`src/rtl/fp_seq_ctrl.sv`:
```
// Issue/writeback sequencer for a fixed-latency FP unit.
// Optional macro FP_SEQ_DIV_EN enables fdiv (funct5D=00011).
module fp_seq_ctrl (
  input  logic       clk,
  input  logic       reset,
  input  logic       FPD,
  input  logic [4:0] funct5D,
  input  logic [4:0] rdD,
  input  logic       FlushE,
  output logic       FPStartE,
  output logic [1:0] FPOpE,
  output logic       FPBusy,
  output logic       StallD,
  output logic       FPWriteW,
  output logic [4:0] FPRdW,
  output logic       FPIllegal
);

  typedef enum logic [1:0] {
    IDLE = 2'd0,
    BUSY = 2'd1,
    WB   = 2'd2
  } state_t;

  state_t     state;
  state_t     state_nx;
  logic [3:0] cnt;
  logic [3:0] lat;
  logic       sup;
  logic       req;
  logic       in_busy;
  logic       issue;

  // Decode op support and its counter preload (latency minus two).
  always_comb begin
    sup = 1'b0;
    lat = 4'd0;
    unique case (funct5D)
      5'b00000: begin sup = 1'b1; lat = 4'd1; end
      5'b00001: begin sup = 1'b1; lat = 4'd1; end
      5'b00010: begin sup = 1'b1; lat = 4'd2; end
`ifdef FP_SEQ_DIV_EN
      5'b00011: begin sup = 1'b1; lat = 4'd10; end
`endif
      default: begin sup = 1'b0; lat = 4'd0; end
    endcase
  end

  // Next-state and handshake outputs; reset masks all pulses.
  always_comb begin
    state_nx  = state;
    req       = FPD & ~FlushE & ~reset;
    in_busy   = (state == BUSY);
    issue     = req & sup & ~in_busy;
    FPStartE  = issue;
    FPIllegal = req & ~sup & ~in_busy;
    StallD    = req & in_busy;
    FPWriteW  = ~reset & (state == WB);
    FPBusy    = (state != IDLE);
    unique case (state)
      IDLE: if (issue) state_nx = BUSY;
      BUSY: if (cnt == 4'd0) state_nx = WB;
      WB:   state_nx = issue ? BUSY : IDLE;
      default: state_nx = IDLE;
    endcase
  end

  // State, latency counter and latched op/rd.
  always_ff @(posedge clk) begin
    if (reset) begin
      state <= IDLE;
      cnt   <= 4'd0;
      FPOpE <= 2'b00;
      FPRdW <= 5'd0;
    end else begin
      state <= state_nx;
      if (issue) begin
        cnt   <= lat;
        FPOpE <= funct5D[1:0];
        FPRdW <= rdD;
      end else if (in_busy && cnt != 4'd0) begin
        cnt <= cnt - 4'd1;
      end
    end
  end

endmodule

```
`config.mk`:
```
export PLATFORM = sky130hd
export DESIGN_NAME = fp_seq_ctrl
export DESIGN_NICKNAME = d
export VERILOG_FILES = /design/src/rtl/fp_seq_ctrl.sv
export SDC_FILE = /design/constraint.sdc
export NUM_CORES = 1
export LEC_CHECK = 0
export ABC_AREA = 1
export CORE_AREA = 3 3 48 50
export CTS_CLUSTER_DIAMETER = 40
export DETAILED_ROUTE_END_ITERATION = 12
export DIE_AREA = 0 0 51 53
export GPL_ROUTABILITY_DRIVEN = 0
export GPL_TIMING_DRIVEN = 0
export PLACE_DENSITY_LB_ADDON = 0.1
export SLEW_MARGIN = 30
export SYNTH_ARGS = -nofsm -noshare
export SYNTH_HDL_FRONTEND = slang
export SYNTH_SLANG_ARGS = --single-unit
```
`constraint.sdc`:
```
create_clock -name clk -period 1.45 [get_ports clk]
set_clock_uncertainty 0.2 [all_clocks]
set_input_delay 0.435 -clock clk [delete_from_list [all_inputs] [get_ports clk]]
set_output_delay 0.435 -clock clk [all_outputs]
set_load 0.005 [all_outputs]
```
==> results of run 1 <==
==> metal layers <==
layer,wire (um),vias up,track usage
li1,-,411,-
met2,829,17,0.223
met3,80,2,0.0254
met5,0,-,0
met4,17,0,0.0807
met1,781,348,0.179
==> kinds of logic after synthesis <==
| logic type | Yosys count |
|---|---|
| AOI/OAI and AO/OA | 8 |
| adders and majority gates | 2 |
| and+or+nand+nor | 62 |
| buffers and inverters | 17 |
| DFF | 13 |
==> Yosys cell counts, drive strengths merged <==
| library cell | n | area share |
|---|---|---|
| nand3b | 5 | 0.053 |
| nor2 | 18 | 0.12 |
| ha | 2 | 0.036 |
| inv | 15 | 0.083 |
| nor3 | 4 | 0.028 |
| a21oi | 7 | 0.055 |
| buf | 2 | 0.027 |
| nand3 | 9 | 0.082 |
| nand2 | 26 | 0.14 |
| o21ai | 1 | 0.0071 |
| dfxtp | 13 | 0.37 |
==> repair_timing <==
action | in CTS | in global routing
gates resized for setup | 82 | 17
pin swaps | 9 | 5
setup endpoints to repair | 24 | 19
buffers inserted | 11 | 5
endpoints found under the hold margin | 0 | 0
==> worst max path at each step <==
stage               cells past startpoint         to        from  slack [ns]
floorplan                               5  FPIllegal  funct5D[3]       -0.13
global placement                        7   FPStartE       reset       -1.34
detailed placement                      7   FPStartE       reset       -1.34
CTS                                     8  FPIllegal  funct5D[2]       -0.36
global route                            8  FPIllegal  funct5D[2]       -0.42
finish                                  8  FPIllegal  funct5D[2]       -0.38
==> worst max-delay path, stage by stage <==
cell	delay [ns]
buf_6	0.09
nor2_4	0.09
nand2_2	0.07
a21oi_4	0.14
buf_6	0.13
buf_8	0.09
nor3_4	0.03
buf_2	0.12
==> layout make-up <==
type | instances | area, um^2 | share of cell area
buffer | 2 | 26.3 | 0.0226
multi-input combinational | 72 | 427 | 0.367
inverter | 15 | 68.8 | 0.0591
timing repair buffer | 41 | 309 | 0.266
clock buffer | 4 | 26.3 | 0.0226
tap | 27 | 33.8 | 0.0290
sequential | 13 | 273 | 0.234
==> power by group <==
group	internal (mW)	leakage (nW)	switching, mW	total, mW
clock	0.107	0.0150	0.125	0.232
combinational	0.0617	0.471	0.0501	0.112
sequential	0.360	0.110	0.00155	0.361
==> registers in the layout, summed over array words and instances (netlist names) <==
signal / flops
state: 2
cnt: 4
FPRdW: 5
FPOpE: 2
==> through the flow <==
stage | util | instance area [um^2] | cells
finish | 0.599 | 1160 | 174
global route | 0.599 | 1160 | 174
CTS | 0.579 | 1120 | 169
detailed placement | 0.528 | 1030 | 154
global placement | 0.528 | 1030 | 154
floorplan | - | 742 | 102
==> impl_metrics.py, run 1 <==
metrics = {
    "status": {
        "status": "finished with violations",
        "violations": "negative setup slack",
    },
    "route": {
        "wl_per_cell_um": 9.82,
        "dr.pass1.iters": 3,
        "antenna_left": 0,
        "drcViolationCount": 0,
        "drt-initial-drc-count": 7,
        "via_count": 778,
        "wirelength_um": 1710,
        "via_per_inst": 4.47,
    },
    "global_routing": {
        "grt_pass1_vias": 668,
        "grt_pass1_wl_um": 2840,
        "gr-total-overflow": 0,
        "grtUsageTotal": 0.141,
        "grt_max_degree": 11,
        "antenna_found_initial": 0,
    },
    "logic_synthesis": {
        "synthesis.nets": 118,
        "syn_area_um2": 704,
        "ys_types": 17,
        "postSynthCellCount": 102,
        "yosys_warnings": 0,
        "synth_top_family_by_area": "simple AND/OR/NAND/NOR gates",
        "synthXorXnorAreaFrac": 0,
        "yosys.area_share.simple": 0.423,
        "synth_compound_area_frac": 0.0622,
        "synth_seq_area_share": 0.369,
        "muxShareOfSynthArea": 0,
        "ys_seq_elements": 13,
        "avgSynthCellArea_um2": 6.91,
        "synth-adder-area-share": 0.0355,
    },
    "sta": {
        "fin_setup_tns_ns": -1.26,
        "worst_slew_pin_slew_ns": 0.227,
        "finalHoldViolations": 0,
        "setup_viol": 5,
        "max_slew_margin": 0.847,
        "fin_ws_ns": -0.376,
        "max_freq_mhz": 548,
        "fin_crit_sh": 1.26,
        "whs_ns": 0.238,
        "rsz0062_at_grt": "true",
        "layout_min_cycle_time_ns": 1.83,
        "finalMaxSlewViolations": 0,
    },
    "run": {
        "drv_cap": 0,
    },
    "power": {
        "ir_drop_uv": 446,
        "power.leakage_nw": 0.596,
        "p_per_area_nw_per_um2": 606,
        "power_mw": 0.705,
    },
    "min_path": {
        "min_path_type": "input pin to flop",
        "holdCritStartpoint": "funct5D[0]",
        "whs_endpoint": "FPOpE[0]",
        "min_delay_path_depth": 3,
    },
    "final_layout": {
        "layout_common_cells": "nand2_1, nor2_1, buf_4",
        "layout_commonest_cell": "nand2_1",
        "antenna_cells": 0,
        "drive_above_1_share": 0.483,
        "fill_cells": 195,
        "final_nets": 164,
        "areaGrowthSynthToFinish_pct": 65.2,
    },
    "clocking": {
        "clockBufferDepth": 2,
        "cts.hold.buffers_added": 0,
        "cts_tree": "yes",
        "cts_root_buf": "clkbuf_4",
        "htree_levels": 1,
        "cts_made_buffers": 3,
        "cts_sinks": 13,
        "clk_latency_ns": 0.27,
        "path_clk_slew_ns": 0.09,
    },
    "worst_setup_path": {
        "rr_endpoint": "FPRdW[2]",
        "cp-start-kind": "input pin",
        "crit_type": "input pin to output port",
        "r2r_setup_slack_ns": 0.08,
        "r2r-start": "state[0]",
        "cp.required_ns": 0.82,
        "critical_path_arrival_ns": 1.19,
        "rr_worst_depth": 7,
        "path_max_fanout": 3,
        "worstSetupEndpointType": "output port",
    },
    "place": {
        "hpwl_um": 1200,
        "place_ws_ns": -1.34,
        "port_buffers": 25,
    },
    "floorplan": {
        "die_area_um2": 2700,
        "core_area_um2": 1940,
        "die_x_um": 51,
        "io_pins": 26,
        "start_util": 0.363,
        "rows": 16,
        "fp.dieH_um": 53,
    },
}
(Power assumes the default switching activity.)
==> inputs of run 2 (changes only) <==
--- a/config.mk
+++ b/config.mk
@@ -13,7 +13,7 @@
 export GPL_ROUTABILITY_DRIVEN = 0
 export GPL_TIMING_DRIVEN = 0
 export PLACE_DENSITY_LB_ADDON = 0.1
-export SLEW_MARGIN = 30
+export REMOVE_ABC_BUFFERS = 1
 export SYNTH_ARGS = -nofsm -noshare
 export SYNTH_HDL_FRONTEND = slang
 export SYNTH_SLANG_ARGS = --single-unit
==> impl_metrics.py, run 2 (synthesis results as in run 1) <==
metrics = {
    "floorplan": {
        "start_util": 0.363,
        "fp.dieH_um": 53,
        "core_area_um2": 1940,
        "die_area_um2": 2700,
        "rows": 16,
        "die_x_um": 51,
        "io_pins": 26,
    },
    "final_layout": {
        "final_nets": 162,
        "largest_register_ffs": 5,
        "areaGrowthSynthToFinish_pct": 59.3,
        "instances_no_fill": 172,
        "reg_top3": "FPRdW: 5 flops, cnt: 4 flops",
        "antenna_cells": 0,
        "top_register": "FPRdW",
        "layout_commonest_cell": "nand2_1",
        "fill_cells": 200,
        "layout_common_cells": "nand2_1, nor2_1, buf_2",
        "drive_above_1_share": 0.483,
    },
    "route": {
        "route.met2.wl_um": 903,
        "drt-initial-drc-count": 13,
        "wl_per_cell_um": 11.0,
        "drcViolationCount": 0,
        "wl_met3_um": 121,
        "drt-met1-wl_um": 836,
        "via_per_inst": 4.52,
        "antenna_left": 0,
        "wirelength_um": 1900,
        "via_count": 778,
        "dr.pass1.iters": 4,
        "routed.top_layer": "met4",
    },
    "global_routing": {
        "antenna_found_initial": 0,
        "grt_pass1_wl_um": 3160,
        "grt_max_degree": 13,
        "grtUsageTotal": 0.157,
        "grt_pass1_vias": 734,
        "gr-total-overflow": 0,
    },
    "worst_setup_path": {
        "crit_path_top_delay_cell": "dfxtp_2",
        "critical_path_arrival_ns": 1.19,
        "rr_worst_depth": 11,
        "rr_endpoint": "cnt[3]",
        "crit_type": "flop to output port",
        "cpLargestDelayFamily": "flip-flops",
        "cp_num_buf_inv": 4,
        "r2r_setup_slack_ns": -0.03,
        "crit_path_cell_trace": "inv_2 > nor2_4 > buf_6 > nor2_4 > nand2_2 > inv_2 > buf_2",
        "cp-start-kind": "flop",
        "cp.required_ns": 0.82,
        "max_stage_delay_ns": 0.36,
        "path_max_fanout": 3,
        "r2r-start": "state[0]",
        "worstSetupEndpointType": "output port",
    },
    "place": {
        "place_inst": 152,
        "place_ws_ns": -1.48,
        "hpwl_um": 1180,
        "port_buffers": 25,
    },
    "min_path": {
        "min_path_type": "input pin to flop",
        "holdCritStartpoint": "reset",
        "min_delay_path_depth": 2,
        "whs_endpoint": "state[0]",
    },
    "sta": {
        "layout_min_cycle_time_ns": 1.82,
        "fin_setup_tns_ns": -1.45,
        "rsz0062_at_grt": "true",
        "fin_crit_sh": 1.26,
        "whs_ns": 0.208,
        "max_freq_mhz": 549,
        "max_slew_margin": 0.815,
        "setup_viol": 7,
        "finalMaxSlewViolations": 0,
        "finalHoldViolations": 0,
        "worst_slew_pin_slew_ns": 0.275,
        "fin_ws_ns": -0.371,
    },
    "power": {
        "power.leakage_nw": 0.586,
        "ir_drop_uv": 619,
        "p_per_area_nw_per_um2": 630,
    },
    "clocking": {
        "cts_tree": "yes",
        "path_clk_slew_ns": 0.09,
        "htree_levels": 1,
        "cts_root_buf": "clkbuf_4",
        "cts_made_buffers": 3,
        "clk_latency_ns": 0.29,
        "clockBufferDepth": 2,
        "cts_sinks": 13,
    },
    "status": {
        "violations": "negative setup slack",
        "status": "finished with violations",
    },
    "run": {
        "drv_cap": 0,
    },
}
## run 2: through the flow
stage                      util  area [um^2]  total power [mW]
after floorplan               -          686             0.405
after detailed placement  0.499          970             0.458
final                     0.578         1120             0.707
after CTS                 0.548         1060             0.716
after global routing      0.578         1120             0.745
after global placement    0.499          970             0.458
## run 2: worst max path at each step
stage               start  cells past startpoint        to
5_1_grt          state[0]                      7  FPStartE
6_report         state[0]                      7  FPStartE
3_5_place_dp        reset                      7  FPStartE
4_1_cts          state[0]                      7  FPStartE
2_1_floorplan  funct5D[3]                      5  FPStartE
3_3_place_gp        reset                      7  FPStartE
## run 2: power by group
| part | internal, mW | switching [mW] | total, mW |
|---|---|---|---|
| Combinational | 0.0522 | 0.0467 | 0.0989 |
| Sequential | 0.360 | 0.00158 | 0.361 |
| Clock | 0.107 | 0.140 | 0.247 |
## run 2: metal layers
layer / global-route usage / up-vias
li1: - / 407
met1: 0.189 / 346
met2: 0.245 / 21
met3: 0.0592 / 4
met4: 0.0762 / 0
met5: 0 / -
## run 2: worst reg2reg max path, cell delays in order (launching register included)
cell and delay [ns]:
dfxtp_2 0.36, inv_2 0.06, nor2_4 0.11, buf_6 0.12, buf_4 0.10, buf_6 0.10, nand2_4 0.06, inv_4 0.07
nand2_2 0.05, nand2_2 0.07, nand2_1 0.05, nor2_1 0.08
## run 2: layout make-up
cell class / count / area (um^2) / share of cell area
clock buffer: 4 / 26.3 / 0.0234
sequential: 13 / 273 / 0.243
tap: 27 / 33.8 / 0.0301
inverter: 15 / 63.8 / 0.0569
multi-input combinational: 72 / 415 / 0.370
timing repair buffer: 41 / 310 / 0.276
## run 2: what timing repair did
item	CTS	global route
gates resized for setup	93	13
hold buffers	0	0
endpoints found under the hold margin	0	0
setup buffers	12	4
endpoints found under the setup margin	24	14
pin swaps	8	6
==> inputs of run 3 (changes only) <==
--- a/config.mk
+++ b/config.mk
@@ -14,6 +14,7 @@
 export GPL_TIMING_DRIVEN = 0
 export PLACE_DENSITY_LB_ADDON = 0.1
 export REMOVE_ABC_BUFFERS = 1
+export SKIP_LAST_GASP = 1
 export SYNTH_ARGS = -nofsm -noshare
 export SYNTH_HDL_FRONTEND = slang
 export SYNTH_SLANG_ARGS = --single-unit
==> impl_metrics.py, run 3 (synthesis results as in run 1) <==
metrics = {
    "worst_setup_path": {
        "max_stage_delay_ns": 0.36,
        "rr_worst_depth": 11,
        "critical_path_arrival_ns": 1.19,
        "crit_path_top_delay_cell": "dfxtp_2",
        "crit_type": "flop to output port",
        "critPathLaunch": "state[0]",
        "worstSetupEndpointType": "output port",
        "crit_path_cell_trace": "inv_2 > nor2_4 > buf_6 > nor2_4 > nand2_2 > inv_2 > buf_2",
        "cp.required_ns": 0.82,
        "r2r_setup_slack_ns": -0.02,
        "rr_endpoint": "cnt[3]",
        "path_max_fanout": 3,
        "cp-start-kind": "flop",
        "r2r-start": "state[0]",
    },
    "min_path": {
        "min_path_type": "input pin to flop",
        "holdCritStartpoint": "reset",
        "min_delay_path_depth": 2,
        "whs_endpoint": "state[0]",
    },
    "clocking": {
        "cts_tree": "yes",
        "clk_latency_ns": 0.29,
        "path_clk_slew_ns": 0.09,
        "cts_made_buffers": 3,
        "clockBufferDepth": 2,
        "cts_sinks": 13,
        "cts.hold.buffers_added": 0,
        "htree_levels": 1,
        "cts_root_buf": "clkbuf_4",
    },
    "sta": {
        "rsz0062_at_grt": "true",
        "fin_ws_ns": -0.370,
        "fin_setup_tns_ns": -1.44,
        "setup_viol": 7,
        "max_slew_margin": 0.815,
        "finalMaxSlewViolations": 0,
        "finalHoldViolations": 0,
        "layout_min_cycle_time_ns": 1.82,
        "fin_crit_sh": 1.26,
        "max_freq_mhz": 549,
        "whs_ns": 0.207,
        "worst_slew_pin_slew_ns": 0.276,
    },
    "route": {
        "drt-initial-drc-count": 13,
        "via_count": 769,
        "wl_per_cell_um": 10.8,
        "dr.pass1.iters": 4,
        "wirelength_um": 1860,
        "antenna_left": 0,
        "drcViolationCount": 0,
        "via_per_inst": 4.47,
    },
    "global_routing": {
        "grtUsageMet3": 0.0592,
        "grt_pass1_wl_um": 3160,
        "grtUsageTotal": 0.157,
        "use_met1": 0.189,
        "antenna_found_initial": 0,
        "grt_pass1_vias": 734,
        "grt_max_degree": 13,
        "grt-busiest-layer": "met2",
        "met2_usage": 0.245,
        "gr-total-overflow": 0,
    },
    "final_layout": {
        "layout_common_cells": "nand2_1, nor2_1, buf_2",
        "antenna_cells": 0,
        "instances_no_fill": 172,
        "top_register": "FPRdW",
        "reg_top3": "FPRdW: 5 flops, cnt: 4 flops",
        "fin_util": 0.578,
        "areaGrowthSynthToFinish_pct": 59.3,
        "final_nets": 162,
        "layout_commonest_cell": "nand2_1",
        "design_area_um2": 1120,
        "drive_above_1_share": 0.469,
        "largest_register_ffs": 5,
    },
    "run": {
        "drv_cap": 0,
    },
    "floorplan": {
        "die_x_um": 51,
        "core_area_um2": 1940,
        "start_util": 0.363,
        "io_pins": 26,
        "rows": 16,
        "fp.dieH_um": 53,
        "die_area_um2": 2700,
    },
    "power": {
        "power.leakage_nw": 0.585,
        "ir_drop_uv": 621,
        "p_per_area_nw_per_um2": 630,
        "power_mw": 0.707,
    },
    "status": {
        "violations": "negative setup slack",
        "status": "finished with violations",
    },
    "place": {
        "place_ws_ns": -1.48,
        "place_inst": 152,
        "place_area_um2": 970,
        "port_buffers": 25,
        "hpwl_um": 1180,
    },
}
[run 3: changes by cell type in the layout (fill, tap and decap cells not counted), sizes merged]
cell	previous run	this run
clkbuf	5	4
clkdlybuf4s15	3	4
[run 3: per-layer routing]
layer / wire (um) / vias to the layer above / part of all wire
li1: - / 407 / -
met3: 121 / 4 / 0.065
met4: 38 / 0 / 0.020
met2: 869 / 21 / 0.47
met5: 0 / - / 0
met1: 830 / 337 / 0.45
[run 3: final cells by class]
class                   instances  area (um^2)
flip-flops and latches         13          273
fillers                       200          820
clock buffers                   4         26.3
well taps                      27         33.8
inverters                      15         61.3
repair buffers                 41          315
multi-input cells              72          413
[run 3: timing repair]
item,in CTS,in global routing
resized for setup,93,10
pin swaps,8,6
endpoints found under the setup margin,24,14
buffers inserted,12,4
[run 3: critical path: cells and delay by family, from the launching register on]
kind	cells	cell delay, ns
DFF	1	0.36
and+or+nand+nor	3	0.22
buffers and inverters	4	0.32
[run 3: worst max-delay path by stage]
stage                           to  slack [ns]  depth (start not counted)
final                     FPStartE       -0.37                          7
after detailed placement  FPStartE       -1.48                          7
after floorplan           FPStartE       -0.35                          5
after CTS                 FPStartE       -0.36                          7
after global routing      FPStartE       -0.44                          7
after global placement    FPStartE       -1.48                          7
[run 3: power by group]
group	switching (mW)	internal, mW	total, mW
combinational	0.0464	0.0528	0.0992
clock	0.140	0.107	0.247
sequential	0.00158	0.360	0.361
